### src/rtl/axis_sum_pkg.sv
// ------------------------------------------------------------------------
// axis_sum_pkg: FSM states, seven-segment codes and helpers. Rev 1.0
// ------------------------------------------------------------------------
`default_nettype none

package axis_sum_pkg;

   typedef enum logic [1:0] {
      ST_ACCUM   = 2'd0,
      ST_CONVERT = 2'd1,
      ST_OUTPUT  = 2'd2
   } state_t;

   localparam logic [6:0] SEG_0     = 7'b0111111;
   localparam logic [6:0] SEG_1     = 7'b0000110;
   localparam logic [6:0] SEG_2     = 7'b1011011;
   localparam logic [6:0] SEG_3     = 7'b1001111;
   localparam logic [6:0] SEG_4     = 7'b1100110;
   localparam logic [6:0] SEG_5     = 7'b1101101;
   localparam logic [6:0] SEG_6     = 7'b1111101;
   localparam logic [6:0] SEG_7     = 7'b0000111;
   localparam logic [6:0] SEG_8     = 7'b1111111;
   localparam logic [6:0] SEG_9     = 7'b1101111;
   localparam logic [6:0] SEG_BLANK = 7'b0000000;
   localparam logic [6:0] SEG_DASH  = 7'b1000000;

   function automatic logic [6:0] digit_to_seg(input logic [3:0] d);
      case (d)
         4'd0:    digit_to_seg = SEG_0;
         4'd1:    digit_to_seg = SEG_1;
         4'd2:    digit_to_seg = SEG_2;
         4'd3:    digit_to_seg = SEG_3;
         4'd4:    digit_to_seg = SEG_4;
         4'd5:    digit_to_seg = SEG_5;
         4'd6:    digit_to_seg = SEG_6;
         4'd7:    digit_to_seg = SEG_7;
         4'd8:    digit_to_seg = SEG_8;
         4'd9:    digit_to_seg = SEG_9;
         default: digit_to_seg = SEG_BLANK;
      endcase
   endfunction

   function automatic logic [63:0] pow10(input int d);
      pow10 = 64'd1;
      for (int i = 0; i < d; i++) begin
         pow10 = pow10 * 64'd10;
      end
   endfunction

endpackage

`default_nettype wire

### src/rtl/bin2bcd_seq.sv
// ------------------------------------------------------------------------
// bin2bcd_seq: sequential double-dabble, one bit per cycle for SW cycles. Rev 1.0
// ------------------------------------------------------------------------
`default_nettype none

module bin2bcd_seq #(
   parameter int SW     = 12,
   parameter int DIGITS = 3
) (
   input  logic                   clk,
   input  logic                   rstn,
   input  logic                   start,
   input  logic [SW-1:0]          bin,
   output logic                   busy,
   output logic                   done,
   output logic [DIGITS-1:0][3:0] bcd
);
   import axis_sum_pkg::*;

   localparam int CNTW = $clog2(SW + 1);

   logic [SW-1:0]          bin_q;
   logic [DIGITS-1:0][3:0] bcd_q;
   logic [DIGITS-1:0][3:0] w_adj;
   logic [DIGITS*4-1:0]    w_shift;
   logic [CNTW-1:0]        cnt_q;
   logic                   busy_q;
   logic                   done_q;

   // Digits beyond DIGITS are dropped; the top flags that range as overflow.
   always_comb begin
      w_adj = bcd_q;
      for (int i = 0; i < DIGITS; i++) begin
         if (bcd_q[i] >= 4'd5) w_adj[i] = bcd_q[i] + 4'd3;
      end
      w_shift = {w_adj[DIGITS*4-2:0], bin_q[SW-1]};
   end

   always_ff @(posedge clk or negedge rstn) begin
      if (!rstn) begin
         bin_q  <= '0;
         bcd_q  <= '0;
         cnt_q  <= '0;
         busy_q <= 1'b0;
         done_q <= 1'b0;
      end else begin
         done_q <= 1'b0;
         if (start) begin
            bin_q  <= bin;
            bcd_q  <= '0;
            cnt_q  <= CNTW'(SW);
            busy_q <= 1'b1;
         end else if (busy_q) begin
            bin_q <= bin_q << 1;
            bcd_q <= w_shift;
            cnt_q <= cnt_q - CNTW'(1);
            if (cnt_q == CNTW'(1)) begin
               busy_q <= 1'b0;
               done_q <= 1'b1;
            end
         end
      end
   end

   assign busy = busy_q;
   assign done = done_q;
   assign bcd  = bcd_q;

endmodule

`default_nettype wire

### src/rtl/axis_window_sum_bcd.sv
// ------------------------------------------------------------------------
// axis_window_sum_bcd: sums N samples and presents the total as 7-segment
// digits. Option macro: LEADING_ZERO_BLANK_EN. Rev 1.0
// ------------------------------------------------------------------------
`default_nettype none

module axis_window_sum_bcd #(
   parameter int N      = 10,
   parameter int WIDTH  = 8,
   parameter int DIGITS = 3
) (
   input  logic                   clk,
   input  logic                   rstn,
   input  logic                   s_valid,
   output logic                   s_ready,
   input  logic [WIDTH-1:0]       s_data,
   output logic                   m_valid,
   input  logic                   m_ready,
   output logic [DIGITS-1:0][6:0] m_data,
   output logic                   m_overflow
);
   import axis_sum_pkg::*;

   localparam int          SW      = WIDTH + $clog2(N + 1);
   localparam int          CW      = $clog2(N + 1);
   localparam logic [CW-1:0] C_LAST  = CW'(N - 1);
   localparam logic [63:0] C_POW10 = pow10(DIGITS);

   state_t                 state_q;
   logic [SW-1:0]          sum_q;
   logic [CW-1:0]          count_q;
   logic                   s_ready_q;
   logic                   m_valid_q;
   logic                   m_overflow_q;
   logic [DIGITS-1:0][6:0] m_data_q;

   logic                   w_accept;
   logic                   w_last;
   logic [SW-1:0]          w_sum_next;
   logic                   w_busy;
   logic                   w_done;
   logic [DIGITS-1:0][3:0] w_bcd;
   logic                   w_ovf;
   logic [DIGITS-1:0][6:0] w_seg;

   assign w_accept   = s_valid && s_ready_q;
   assign w_last     = (count_q == C_LAST);
   assign w_sum_next = sum_q + SW'(s_data);

   // Conversion starts on the accepting edge so m_valid lands SW+1 cycles later.
   bin2bcd_seq #(
      .SW     (SW),
      .DIGITS (DIGITS)
   ) u_bin2bcd (
      .clk   (clk),
      .rstn  (rstn),
      .start (w_accept && w_last),
      .bin   (w_sum_next),
      .busy  (w_busy),
      .done  (w_done),
      .bcd   (w_bcd)
   );

   assign w_ovf = ({{(64-SW){1'b0}}, sum_q} >= C_POW10);

`ifdef LEADING_ZERO_BLANK_EN
   logic w_lead;
`endif

   always_comb begin
      w_seg = '0;
`ifdef LEADING_ZERO_BLANK_EN
      w_lead = 1'b1;
`endif
      for (int i = DIGITS - 1; i >= 0; i--) begin
         w_seg[i] = digit_to_seg(w_bcd[i]);
`ifdef LEADING_ZERO_BLANK_EN
         if (i > 0 && w_lead && w_bcd[i] == 4'd0) w_seg[i] = SEG_BLANK;
         else                                     w_lead   = 1'b0;
`endif
         if (w_ovf) w_seg[i] = SEG_DASH;
      end
   end

   always_ff @(posedge clk or negedge rstn) begin
      if (!rstn) begin
         state_q      <= ST_ACCUM;
         sum_q        <= '0;
         count_q      <= '0;
         s_ready_q    <= 1'b1;
         m_valid_q    <= 1'b0;
         m_overflow_q <= 1'b0;
         m_data_q     <= {DIGITS{SEG_0}};
      end else begin
         case (state_q)
            ST_ACCUM: begin
               if (w_accept) begin
                  sum_q   <= w_sum_next;
                  count_q <= count_q + CW'(1);
                  if (w_last) begin
                     state_q   <= ST_CONVERT;
                     s_ready_q <= 1'b0;
                  end
               end
            end
            ST_CONVERT: begin
               if (w_done && !w_busy) begin
                  state_q      <= ST_OUTPUT;
                  m_valid_q    <= 1'b1;
                  m_data_q     <= w_seg;
                  m_overflow_q <= w_ovf;
               end
            end
            ST_OUTPUT: begin
               if (m_ready) begin
                  state_q   <= ST_ACCUM;
                  sum_q     <= '0;
                  count_q   <= '0;
                  m_valid_q <= 1'b0;
                  s_ready_q <= 1'b1;
               end
            end
            default: state_q <= ST_ACCUM;
         endcase
      end
   end

   assign s_ready    = s_ready_q;
   assign m_valid    = m_valid_q;
   assign m_data     = m_data_q;
   assign m_overflow = m_overflow_q;

endmodule

`default_nettype wire
### config.mk
export PLATFORM = sky130hd
export DESIGN_NAME = axis_window_sum_bcd
export DESIGN_NICKNAME = d
export VERILOG_FILES = /design/src/rtl/axis_sum_pkg.sv /design/src/rtl/bin2bcd_seq.sv /design/src/rtl/axis_window_sum_bcd.sv
export SDC_FILE = /design/constraint.sdc
export NUM_CORES = 1
export LEC_CHECK = 0
export CORE_MARGIN = 5
export CORE_UTILIZATION = 45
export CTS_CLUSTER_DIAMETER = 120
export DETAILED_ROUTE_END_ITERATION = 8
export GPL_ROUTABILITY_DRIVEN = 1
export PLACE_DENSITY_LB_ADDON = 0.15
export SYNTH_ARGS = -nofsm -noshare
export SYNTH_HDL_FRONTEND = slang
export SYNTH_SLANG_ARGS = --single-unit
### constraint.sdc
create_clock -name clk -period 2.55 [get_ports clk]
set_input_delay 0.51 -clock clk [delete_from_list [all_inputs] [get_ports clk]]
set_output_delay 0.51 -clock clk [all_outputs]
set_load 0.1 [all_outputs]
Yosys cells after proc, flatten, opt, wreduce, memory -nomap -nowiden
Memories as Yosys holds them, arrays and structs flattened.
Index checks and enable logic that the tools add are counted.
{"block": "word_totals", "mem_bits_ro": 336, "in_bits": 12, "out_inout_bits": 24, "elab_cells": 86, "n_memories": 3, "register_bits": 72}
{"memory": "(no name shown)", "words": 16, "width": 7, "read_ports": 1, "rd_clocked_by_memory_dff": 0, "write_ports": 0, "line_no": "axis_sum_pkg.sv:28", "source": "case (d)"}
{"memory": "(no name shown)", "words": 16, "width": 7, "read_ports": 1, "rd_clocked_by_memory_dff": 0, "write_ports": 0, "line_no": "axis_sum_pkg.sv:28"}
{"memory": "(no name shown)", "words": 16, "width": 7, "read_ports": 1, "rd_clocked_by_memory_dff": 0, "write_ports": 0, "line_no": "axis_sum_pkg.sv:28"}
{"block": "op_classes", "eq_ne": 8, "n_lt_le_gt_ge": 4, "reduce_logical": 13, "mux": 36, "addsub": 6}
{"cell": "$mux 12", "count": 6}
{"cell": "$mux 4", "count": 6}
{"cell": "$pmux 12 s2", "count": 1}
{"cell": "$mux 7", "count": 3}
{"cell": "$add 12x8->12", "count": 1}
{"cell": "$ge 12x10->1 const B", "count": 1}
{"cell": "$ge 4x3->1 const B", "count": 3}
{"cell": "$mux 1", "count": 11}
{"cell": "$add 4x2->4 const B", "count": 2}
{"cell": "$mux 2", "count": 4}
{"cell": "$ne 2x2->1 const B", "count": 4}
{"cell": "$pmux 4 s2", "count": 1}
{"cell": "$reduce_and 4->1", "count": 2}
{"cell": "$pmux 2 s3", "count": 1}
{"cell": "$reduce_and 3->1", "count": 2}
{"cell": "$reduce_bool 2->1", "count": 3}
{"cell": "$add 4x1->4 const B", "count": 1}
{"cell": "$eq 4x1->1 const B", "count": 1}
{"cell": "$eq 4x4->1 const B", "count": 1}
{"cell": "$pmux 1 s2", "count": 2}
{"cell": "$sub 4x1->4 const B", "count": 1}
{"cell": "$add 3x2->3 const B", "count": 1}
{"cell": "$logic_and 1x1->1", "count": 3}
{"cell": "$mux 3", "count": 1}
{"cell": "other kinds (5)", "count": 5}

Logic depth before layout (Yosys ltp)
Gate-level depths: netlist (run 1).
{"block": "logic_depth", "depth_word": 4, "mapped_depth": 8, "depth_no_buf": 8}

Cells and area by module
Synthesis (run 1) repeated with hierarchy kept, for this count alone.
{"block": "unflattened", "cells_unflattened": 445, "hier_area_um2": 4257.8}
{"module": "axis_window_sum_bcd", "area_per_inst_um2": 2647.5, "n_inst": 1, "cells_per_inst": 282, "seq_area_each_um2": 1074.8}
{"module": "bin2bcd_seq", "area_per_inst_um2": 1610.3, "n_inst": 1, "cells_per_inst": 163, "seq_area_each_um2": 750.7}

Least setup slack after synthesis (run 1)
OpenSTA, ideal clock, no wires.
{"block": "synth_timing", "path_kind": "in2reg", "startpoint": "in s_data[0]", "endpoint": "reg sum_q[8]", "path_buffers": 0, "t_arrival_ns": 1.912, "setup_time_ns": 0.083, "slack_ns": 0.555, "path_stages": 8, "t_required_ns": 2.467, "cell_sequence": "ha_1 inv_1 fa_1 nor2b_1 o21bai_4 a21o_1 a211o_1 o21ai_0"}
{"block": "synth_via", "elab_chain_cells": 3}
{"element": "start: declaration", "line_no": "axis_window_sum_bcd.sv:16", "source": "input logic [WIDTH-1:0] s_data,"}
{"element": "$add 12x8->12", "line_no": "axis_window_sum_bcd.sv:48", "source": "assign w_sum_next = sum_q + SW'(s_data);"}
{"element": "$mux 12", "line_no": "axis_window_sum_bcd.sv:97", "source": "if (w_accept) begin"}
{"element": "$pmux 12 s2", "line_no": "axis_window_sum_bcd.sv:95", "source": "case (state_q)"}
{"element": "end signal: assignment", "line_no": "axis_window_sum_bcd.sv:98", "source": "sum_q <= w_sum_next;"}
{"element": "end: declaration", "line_no": "axis_window_sum_bcd.sv:30", "source": "logic [SW-1:0] sum_q;"}
Every way passes these cells. The select of a mux whose other input is x is not followed.
A chain may end at the register's enable or synchronous reset.

Worst setup path in the final report (run 1)
{"block": "layout_timing", "startpoint": "in s_data[0]", "endpoint": "reg sum_q[10]"}
The elaborated chain is that of the path after synthesis.

==> results by group, run 1 <==
Worst setup path
  – Reg2Reg Capture Point: sum_q[10]$_DFFE_PN0P_
  – Setup crit end kind: flop
  – Required time of the critical path: 2.77 ns
  – CP arrival: 2.48 ns
  – Worst R2R Setup Slack: 0.58 ns
  – Critical path peak fanout: 3
  – Worst Reg-to-Reg Cells: 8
  – Worst r2r src: sum_q[0]$_DFFE_PN0P_
  – Crit start category: input pin
  – Setup CP Type: in2reg

Die
  – Die W: 106 um
  – Initial Util: 45.4%
  – Die Y: 106 um
  – Die area: 11200 um2
  – # rows: 35
  – I/O pin count: 36
  – Core Area: 9110 um2

Global routing
  – Gr ovfl total: 0
  – Vias in the first global route: 3025
  – GRT Overall Usage: 15.7%
  – First-pass GRT wire length: 14300 um
  – Initial antenna violation count: 0
  – Largest net degree at the start of global routing: 44

Synth
  – Mapped Cells: 427
  – YS warnings: 0
  – Count of different cell masters after synthesis: 48
  – Mapped Nets: 470
  – Number of flops mapped to enable cells by yosys: 0
  – Post-synth ARST share: 100%
  – Avg Cell Area, Syn: 9.68 um2
  – Leading area contributor after synthesis: dfrtp_1
  – Sequential share of the synthesized area: 44.2%
  – #FFs+latches synth: 72
  – Synth top area share: 32.1%
  – Ys flop type: dfrtp_1
  – Post-synthesis cell area: 4130 um2
  – Area contributors post-synth: dfrtp_1 (32%), dfstp_2 (12%), ha_1 (9.1%)

Detailed routing
  – Via-to-Cell Ratio: 5.25
  – Routed Antenna Nets: 0
  – Drt drc: 0
  – Via count: 3037
  – Drt total wl: 8210 um
  – Router iterations before antenna repair: 4
  – DR WL/cell: 14.2 um
  – Initial drt markers: 109

Clock network
  – Post-CTS setup buffers: 0
  – H-tree depth: 3
  – TritonCTS clock tree: yes
  – CTS Hold Buffers Added: 0
  – CTS buffer count: 9
  – Longest Clk Path Bufs: 2
  – CTS Root Cell: clkbuf_8
  – Worst-skew pair later-pin latency: 0.34 ns
  – Reg clk slew, reported paths: 0.07 ns
  – Clock Sinks: 72
  – Post-cts sizing count: 0

Run
  – Max cap viols: 0

Cells and area
  – Final nets: 505
  – Share of cells above drive strength 1: 18.2%
  – Post-Layout Cell Count: 578
  – Fillers: 865
  – Antenna cells: 0
  – P&R area growth vs syn: 15.1%

Pwr
  – Peak VDD IR: 0.000561 V
  – Tot Pwr: 0.00676 W
  – Pwr Density: 1420 nW/um2
  – Pleak: 2.15 nW

Timing
  – Max_slew headroom: 38.3%
  – Period utilization: 88.5%
  – Fmax achieved: 443 MHz
  – Least-Margin Pin Slew: 0.922 ns
  – Setup Skew: 0.00863 ns
  – Final Hold Viols: 0
  – Final Setup Violations: 0
  – Final min period: 2.26 ns
  – Unrepaired setup endpoints after global routing: no
  – Max Slew Vio Count: 0

Placed design
  – RD Place Congestion: 0.784
  – Port Buf Inserts: 35
  – Hpwl dp: 5800 um
  – Placed cell count: 562

Status
  – Status: finished, final reports clean

Worst hold path
  – Min-Delay Path Class: in2async
[flip-flops by register name, summed over array words and instances, names as in the netlist, 2 cells and up]
register         flops
state_q              2
u_bin2bcd.cnt_q      4
m_data              21
count_q              4
u_bin2bcd.bin_q     12
u_bin2bcd.bcd       12
sum_q               12
[worst max-delay path, stage by stage]
cell,delay [ns]
clkdlybuf4s50_1,0.46
ha_1,0.16
inv_1,0.05
fa_1,0.39
nor2b_1,0.25
o21bai_4,0.10
a211oi_2,0.30
nor3_1,0.08
o22a_1,0.17
[cells in the final DEF, fill, tap and decap left out, types with 2 or more instances in the layout]
| cell type | synthesis | final |
|---|---|---|
| a31oi_1 | 4 | 4 |
| o21ai_0 | 31 | 31 |
| nand3_1 | 7 | 7 |
| nor3b_1 | 6 | 6 |
| o22ai_1 | 3 | 3 |
| nand2_1 | 44 | 44 |
| a32o_1 | 4 | 4 |
| clkbuf_8 | 0 | 10 |
| nor2b_1 | 6 | 6 |
| a211oi_1 | 13 | 13 |
| nand2b_1 | 10 | 10 |
| a211oi_2 | 4 | 4 |
| o21ai_1 | 3 | 3 |
| xnor2_1 | 9 | 9 |
| nand2_2 | 2 | 2 |
| dfstp_2 | 19 | 19 |
| clkinv_2 | 0 | 2 |
| mux2i_1 | 14 | 14 |
| dfrtp_1 | 53 | 53 |
| nor3_1 | 5 | 5 |
| a22o_1 | 10 | 10 |
| or2_2 | 2 | 2 |
| buf_12 | 0 | 2 |
| xor2_1 | 8 | 8 |
| buf_4 | 0 | 32 |
| nor2_1 | 42 | 41 |
| a21o_1 | 8 | 8 |
| ha_1 | 30 | 30 |
| inv_1 | 21 | 21 |
| a21oi_1 | 29 | 29 |
| clkdlybuf4s50_1 | 0 | 10 |
[how the worst max path moves through the flow]
stage | slack [ns] | end | from | depth (start not counted)
2_1_floorplan | 0.56 | sum_q[8]$_DFFE_PN0P_ | s_data[0] | 8
3_3_place_gp | -0.007 | sum_q[10]$_DFFE_PN0P_ | s_data[0] | 9
3_5_place_dp | -0.05 | sum_q[10]$_DFFE_PN0P_ | s_data[0] | 9
4_1_cts | 0.31 | sum_q[10]$_DFFE_PN0P_ | s_data[0] | 9
5_1_grt | 0.16 | u_bin2bcd.bin_q[10]$_DFFE_PN0P_ | s_data[0] | 9
6_report | 0.29 | sum_q[10]$_DFFE_PN0P_ | s_data[0] | 9
[cell families (layout without fill, tap and decap cells)]
family,Yosys count,in the layout,share of synthesized area [%]
adder cells (fa/ha/maj),31,31,9.56
flip-flops,72,72,44.2
AO/OA/AOI/OAI,117,117,19.2
XOR/XNOR,17,17,3.60
buffers and inverters,42,82,4.33
multiplexers,14,14,3.39
AND/OR/NAND/NOR,134,134,15.8
[cells in the mapped netlist (9+ instances only)]
library cell and instances:
dfrtp_1 53, nand2_1 44, nor2_1 42, o21ai_0 31
ha_1 30, a21oi_1 29, inv_1 21, dfstp_2 19
clkbuf_1 14, mux2i_1 14, a211oi_1 13, a22o_1 10
nand2b_1 10, xnor2_1 9
[stage by stage]
step	area [um2]	setup slack [ns]	TNS (ns)	utilization [%]	hold WS, ns
after floorplan	4130	0.555	0	-	0.214
after global placement	4560	-0.00691	-0.00691	50.1	0.460
after detailed placement	4560	-0.0492	-0.146	50.1	0.459
after CTS	4760	0.310	0	52.2	0.158
after global routing	4760	0.155	0	52.2	0.186
final	4760	0.293	0	52.2	0.151
[power by group]
| group | switching, W | internal [W] | total, W |
|---|---|---|---|
| clock | 0.000427 | 0.000477 | 0.000904 |
| combinational | 0.00238 | 0.00125 | 0.00363 |
| sequential | 0.000531 | 0.00170 | 0.00223 |
[layer usage]
metal | vias to the layer above | track usage, % | wire [um]
met1 | 1427 | 21.6 | 4180
met3 | 8 | 3.80 | 303
met4 | 0 | 5.37 | 101
met2 | 51 | 24.1 | 3630
met5 | - | 0 | 0
li1 | 1551 | - | -
[area by class of cell]
type	instances	area (um2)	area share (%)
multi-input cells	313	2130	44.8
inverters	21	78.8	1.66
repair buffers	45	385	8.10
well taps	111	139	2.92
clock buffers	11	141	2.97
clock inverters	5	56.3	1.18
flip-flops and latches	72	1830	38.4
Note: power is estimated with default switching activity, not from simulation.
==> run 2: changes to the inputs <==
CORE_MARGIN = unset   (was 5)
CTS_BUF_LIST = sky130_fd_sc_hd__clkbuf_8   (was unset)
SETUP_SLACK_MARGIN = 0.1   (was unset)
==> run 2 against run 1 <==
Against the previous run:
- the flow now finishes with violations (DRC)
- utilization grew 1.4 points
- fmax is 1.2% higher
- sequential share of layout area is 0.29 points higher
- critical path type unchanged
- largest cell class unchanged
- largest power group unchanged
==> results by group, run 2 (same netlist as run 1, synthesis figures left out) <==
Timing
  – Max_slew headroom: 38.3% (about the same)
  – Max Slew Vio Count: 0 (unchanged)
  – Fmax achieved: 448 MHz (was 443 MHz)
  – Setup TNS: 0 ns (unchanged)
  – Setup Skew: 0.00757 ns (was 0.00863 ns)
  – Unrepaired setup endpoints after global routing: no (unchanged)
  – Final Setup Violations: 0 (unchanged)
  – Worst hold slack: 0.158 ns (was 0.151 ns)
  – Least-Margin Pin Slew: 0.922 ns (about the same)
  – Final min period: 2.23 ns (was 2.26 ns)
  – Period utilization: 87.5% (was 88.5%)
  – Final Hold Viols: 0 (unchanged)

Pwr
  – Peak VDD IR: 0.000569 V (was 0.000561 V)
  – Combinational Power Share: 54.4% (was 53.6%)
  – Clock share of power: 12.1% (was 13.4%)
  – Pleak: 2.13 nW (was 2.15 nW)
  – Switch share: 50.1% (was 49.3%)
  – Tot Pwr: 0.00667 W (was 0.00676 W)
  – Flop pwr share: 33.5% (was 33.0%)
  – Cell Int Power: 0.00333 W (was 0.00343 W)
  – Sw power: 0.00334 W (was 0.00333 W)
  – Pwr Density: 1410 nW/um2 (was 1420 nW/um2)

Clock network
  – Post-cts sizing count: 0 (unchanged)
  – Post-CTS setup buffers: 0 (unchanged)
  – CTS buffer count: 9 (unchanged)
  – Worst-skew pair later-pin latency: 0.34 ns (about the same)
  – TritonCTS clock tree: yes (unchanged)
  – H-tree depth: 3 (unchanged)
  – CTS Root Cell: clkbuf_8 (unchanged)
  – Reg clk slew, reported paths: 0.08 ns (was 0.07 ns)
  – Longest Clk Path Bufs: 2 (unchanged)
  – Clock Sinks: 72 (unchanged)
  – CTS Hold Buffers Added: 0 (unchanged)

Global routing
  – Vias in the first global route: 2964 (was 3025)
  – Largest net degree at the start of global routing: 49 (was 44)
  – GRT Overall Usage: 18.5% (was 15.7%)
  – First-pass GRT wire length: 14300 um (about the same)
  – Initial antenna violation count: 0 (unchanged)
  – Gr ovfl total: 0 (unchanged)

Detailed routing
  – Initial drt markers: 154 (was 109)
  – Via-to-Cell Ratio: 5.32 (was 5.25)
  – Router iterations before antenna repair: 8 (was 4)
  – Drt drc: 11 (was 0)
  – Drt total wl: 7980 um (was 8210 um)
  – DR WL/cell: 13.9 um (was 14.2 um)
  – Met1 wire length: 4110 um (was 4180 um)
  – Via count: 3053 (was 3037)
  – Top layer in use: met4 (unchanged)
  – Metal2 WL: 3510 um (was 3630 um)
  – Met3 wire len: 274 um (was 303 um)
  – Routed Antenna Nets: 0 (unchanged)

Status
  – Failing checks: DRC
  – Status: finished with violations (was finished, final reports clean)

Cells and area
  – Post-Layout Inst Area: 4720 um2 (was 4760 um2)
  – Most frequent cells in the layout: dfrtp_1 (53), nand2_1 (44), nor2_1 (41) (unchanged)
  – Post-Layout Cell Count: 574 (was 578)
  – Final nets: 504 (was 505)
  – P&R area growth vs syn: 14.2% (was 15.1%)
  – Commonest non-fill, non-tap cell in the layout: dfrtp_1 (unchanged)
  – Share of cells above drive strength 1: 18.2% (about the same)
  – Largest register FFs: 21 (unchanged)
  – Antenna cells: 0 (unchanged)

Placed design
  – RD Place Congestion: 0.791 (was 0.784)
  – Placed cell count: 558 (was 562)
  – DP Area: 4550 um2 (was 4560 um2)
  – Port Buf Inserts: 35 (unchanged)
  – Hpwl dp: 5460 um (was 5800 um)

Worst setup path
  – Critical path peak fanout: 5 (was 3)
  – Crit-path cells: clkdlybuf4s50_1, ha_1, inv_1, fa_1, nor2b_1, o21bai_4, a21o_1, a211o_1, o21ai_0 (was clkdlybuf4s50_1, ha_1, inv_1, fa_1, nor2b_1, o21bai_4, a211oi_2, nor3_1, o22a_1)
  – Critical Path Max Stage Delay: 0.47 ns (was 0.46 ns)
  – Setup CP Type: in2reg (unchanged)
  – Setup crit end kind: flop (unchanged)
  – Worst r2r src: sum_q[0]$_DFFE_PN0P_ (unchanged)
  – CP max-delay cell: clkdlybuf4s50_1 (unchanged)
  – Crit start category: input pin (unchanged)
  – CP arrival: 2.49 ns (was 2.48 ns)
  – CP startpoint: s_data[0] (unchanged)
  – Required time of the critical path: 2.81 ns (was 2.77 ns)

Die
  – Initial Util: 46.9% (was 45.4%)
  – Die W: 97.8 um (was 106 um)
  – Core Area: 8810 um2 (was 9110 um2)
  – I/O pin count: 36 (unchanged)
  – Die area: 9570 um2 (was 11200 um2)
  – # rows: 34 (was 35)
  – Die Y: 97.8 um (was 106 um)

Worst hold path
  – Min-Delay Path Class: in2async (unchanged)

Run
  – Max cap viols: 0 (unchanged)
[run 2: cell count changes in the layout (fill, tap and decap cells not counted), sizes merged]
cell / before / now
clkinvlp: 1 / 2
clkinv: 3 / 4
bufinv: 1 / 0
buf: 35 / 34
clkbuf: 11 / 10
[run 2: layer usage]
layer | track usage, % | vias up
li1 | - | 1554
met1 | 25.8 | 1441
met2 | 28.8 | 49
met3 | 3.01 | 9
met4 | 6.99 | 0
met5 | 0 | -
[run 2: power by group through the flow]
stage,sequential [W],combinational [W],clock (W)
after detailed placement,0.00225,0.00364,0
after floorplan,0.00314,0.00200,0
final,0.00223,0.00363,0.000809
after CTS,0.00223,0.00365,0.000840
after global routing,0.00233,0.00402,0.000888
after global placement,0.00224,0.00359,0
[run 2: final timing paths]
path                            cells after the start  slack, ns                     end
worst min-delay path                                1       0.16  m_overflow$_DFFE_PN0P_
max in group asynchronous                           2       1.69     s_ready$_DFFE_PN1P_
worst min register to register                      2       0.47   m_data[2]$_DFFE_PN1P_
worst max-delay path                                9       0.32    sum_q[8]$_DFFE_PN0P_
worst max register to register                      8       0.58    sum_q[8]$_DFFE_PN0P_
min in group clk                                    2       0.47   m_data[2]$_DFFE_PN1P_
[run 2: metrics by stage]
step	utilization, %	setup WS, ns
2_1_floorplan	-	0.555
3_3_place_gp	51.7	0.0380
3_5_place_dp	51.7	-0.0185
4_1_cts	53.6	0.331
5_1_grt	53.6	0.188
6_report	53.6	0.320
[run 2: final cells by class]
type | instances | area (um2)
Fill cell | 809 | 4080
Multi-Input combinational cell | 313 | 2130
Sequential cell | 72 | 1830
Timing Repair Buffer | 44 | 378
Clock buffer | 10 | 138
Tap cell | 108 | 135
Inverter | 21 | 78.8
Clock inverter | 6 | 35.0
[run 2: worst max-delay path: cells and delay by family]
family | cells | cell delay (ns)
buf+inv | 2 | 0.52
fa+ha+maj | 2 | 0.55
simple gates | 1 | 0.24
compound gates | 4 | 0.67
==> patch, RTL diff (flow settings as in run 1) <==
Compare `count_q` against `C_LAST` with >= in place of ==.
--- a/src/rtl/axis_window_sum_bcd.sv
+++ b/src/rtl/axis_window_sum_bcd.sv
@@ -45,5 +45,5 @@
 
    assign w_accept   = s_valid && s_ready_q;
-   assign w_last     = (count_q == C_LAST);
+   assign w_last     = (count_q >= C_LAST);
    assign w_sum_next = sum_q + SW'(s_data);
 
Formal check against the unedited RTL: same outputs for any inputs over 10 cycles, from zero or initial values and one cycle with rstn low; that may be too few to reach the edited logic, so the function may still have changed.
==> patch against run 1 <==
  * Design area fell by 0.60%
  * Critical path depth unchanged
  * Register-to-register slack worse by 20 ps
  * Core utilization grew 1.5 points
  * Routed wire length grew 1.4%
  * Area after synthesis is 0.91% lower
  * Power fell by 1.7%
  * Worst hold slack better by 33 ps
  * Sequential cell count unchanged
  * Sequential power fell by 3%
  * Worst setup slack improved by 26 ps
  * Largest cell class unchanged
  * Highest routed layer unchanged
==> patch: results (changes against run 1) <==
Logic synthesis
  • Portion of netlist area occupied by mux cells: 0.0318 (-0.00213)
  • Most frequent cells after synthesis: 53 x dfrtp_1, 46 x nand2_1, 40 x o21ai_0
  • Top cells by area, synth: dfrtp_1 32%, dfstp_2 12%, ha_1 9.5%
  • Complex-gate fraction of the synthesized area: 0.162 (-0.0291)
  • Parity-gate share of the synthesized area counting xor and xnor cells: 0.0449 (+0.00888)
  • Sequential fraction of the synthesis area: 0.446 (+0.00405)

Placed design
  • Placed standard-cell area: 4510 um2 (-1.0%)
  • DP Worst Slack: 0.187 ps (+49.4 ps)
  • Placer's final routability congestion estimate: 0.823 (+5.1%)

Route
  • Final WL: 8.33 mm (+1.4%)
  • Detailed-routed wire length on met3: 228 um (-25%)
  • Drt first-iter violations: 127 (+17%)
  • Routed length on met1: 4.19 mm (+0.29%)
  • Count of vias placed by the detailed router: 3072 (+1.2%)

Worst setup path
  • Register-to-register setup slack: 560 ps (-20 ps)
  • Critical-path maximum fanout: 5 (+2)
  • Gate family responsible for the most delay along the worst path: buffers and inverters

Power
  • Leakage Power: 2.18 nW (+1.4%)

Layout
  • Net count reported at finish: 513 (+1.6%)
  • Count of filler cells inserted in the layout: 795 (-8.1%)

STA
  • Slew at the pin closest to its max-slew limit: 1010 ps (+87.5 ps)
  • Achievable Freq: 0.448 GHz (+1.2%)
  • Clock skew: 12.1 ps (+3.46 ps)

GRT
  • Wire length of the first global-routing pass: 14.6 mm (+2.2%)

Outcome
  • Status: finished clean
-- patch: changes by cell type after synthesis, moves of 4 or more --
| cell | delta |
|---|---|
| a22o_1 | -4 |
| o21ai_0 | +9 |
| nand3_1 | +5 |
| nor2_1 | -7 |
| clkbuf_1 | -4 |
| a21o_1 | -7 |
| and3_1 | +4 |
| nor2b_1 | +7 |
-- patch: area by class of cell --
| type | instances | share of cell area |
|---|---|---|
| clock inverters | 4 | 0.0148 |
| inverters | 23 | 0.0183 |
| flip-flops and latches | 72 | 0.386 |
| multi-input cells | 318 | 0.440 |
| repair buffers | 45 | 0.0815 |
| clock buffers | 12 | 0.0307 |
| well taps | 108 | 0.0286 |
-- patch: worst paths after layout --
| check | to | startpoint |
|---|---|---|
| min in group clk | m_data[18]$_DFFE_PN1P_ | m_data[18]$_DFFE_PN1P_ |
| setup reg to reg | sum_q[8]$_DFFE_PN0P_ | sum_q[0]$_DFFE_PN0P_ |
| hold reg to reg | m_data[18]$_DFFE_PN1P_ | m_data[18]$_DFFE_PN1P_ |
| hold / removal | u_bin2bcd.bcd[11]$_DFFE_PN0P_ | rstn |
| setup / recovery | sum_q[8]$_DFFE_PN0P_ | s_data[0] |
| max in group asynchronous | s_ready$_DFFE_PN1P_ | rstn |
-- patch: cell families (layout without fill, tap and decap cells) --
family | Yosys count | count (layout)
AOI/OAI and AO/OA | 109 | 109
and+or+nand+nor | 143 | 143
adders and majority gates | 32 | 32
buffers and inverters | 44 | 84
muxes | 13 | 13
xor gates and xnor gates | 21 | 21
DFF | 72 | 72
-- patch: report_power, final --
part	switching [W]	internal, W	total (W)	leakage (nW)
clock	0.000427	0.000576	0.00100	0.110
sequential	0.000498	0.00166	0.00216	0.864
combinational	0.00226	0.00122	0.00349	1.20
total	0.00319	0.00346	0.00665	2.18
-- patch: per-layer routing --
layer | vias to the layer above | track usage
met5 | - | 0
met4 | 0 | 0.0506
met3 | 5 | 0.0330
met2 | 37 | 0.253
met1 | 1469 | 0.216
li1 | 1561 | -
-- patch: through the flow --
step	hold slack [ps]	instances	power (W)	utilization
after detailed placement	445	566	0.00567	0.513
after global placement	443	566	0.00559	0.513
after floorplan	214	434	0.00491	-
after CTS	193	582	0.00671	0.537
final	183	582	0.00665	0.537
after global routing	214	582	0.00718	0.537
-- patch: worst register-to-register path, cell delays in order (launching register included) --
cell and delay, ps:
dfrtp_1 380, ha_1 180, inv_1 60, fa_1 380
inv_1 70, a21o_1 140, a41oi_2 190, or3_2 440
o21ai_0 80
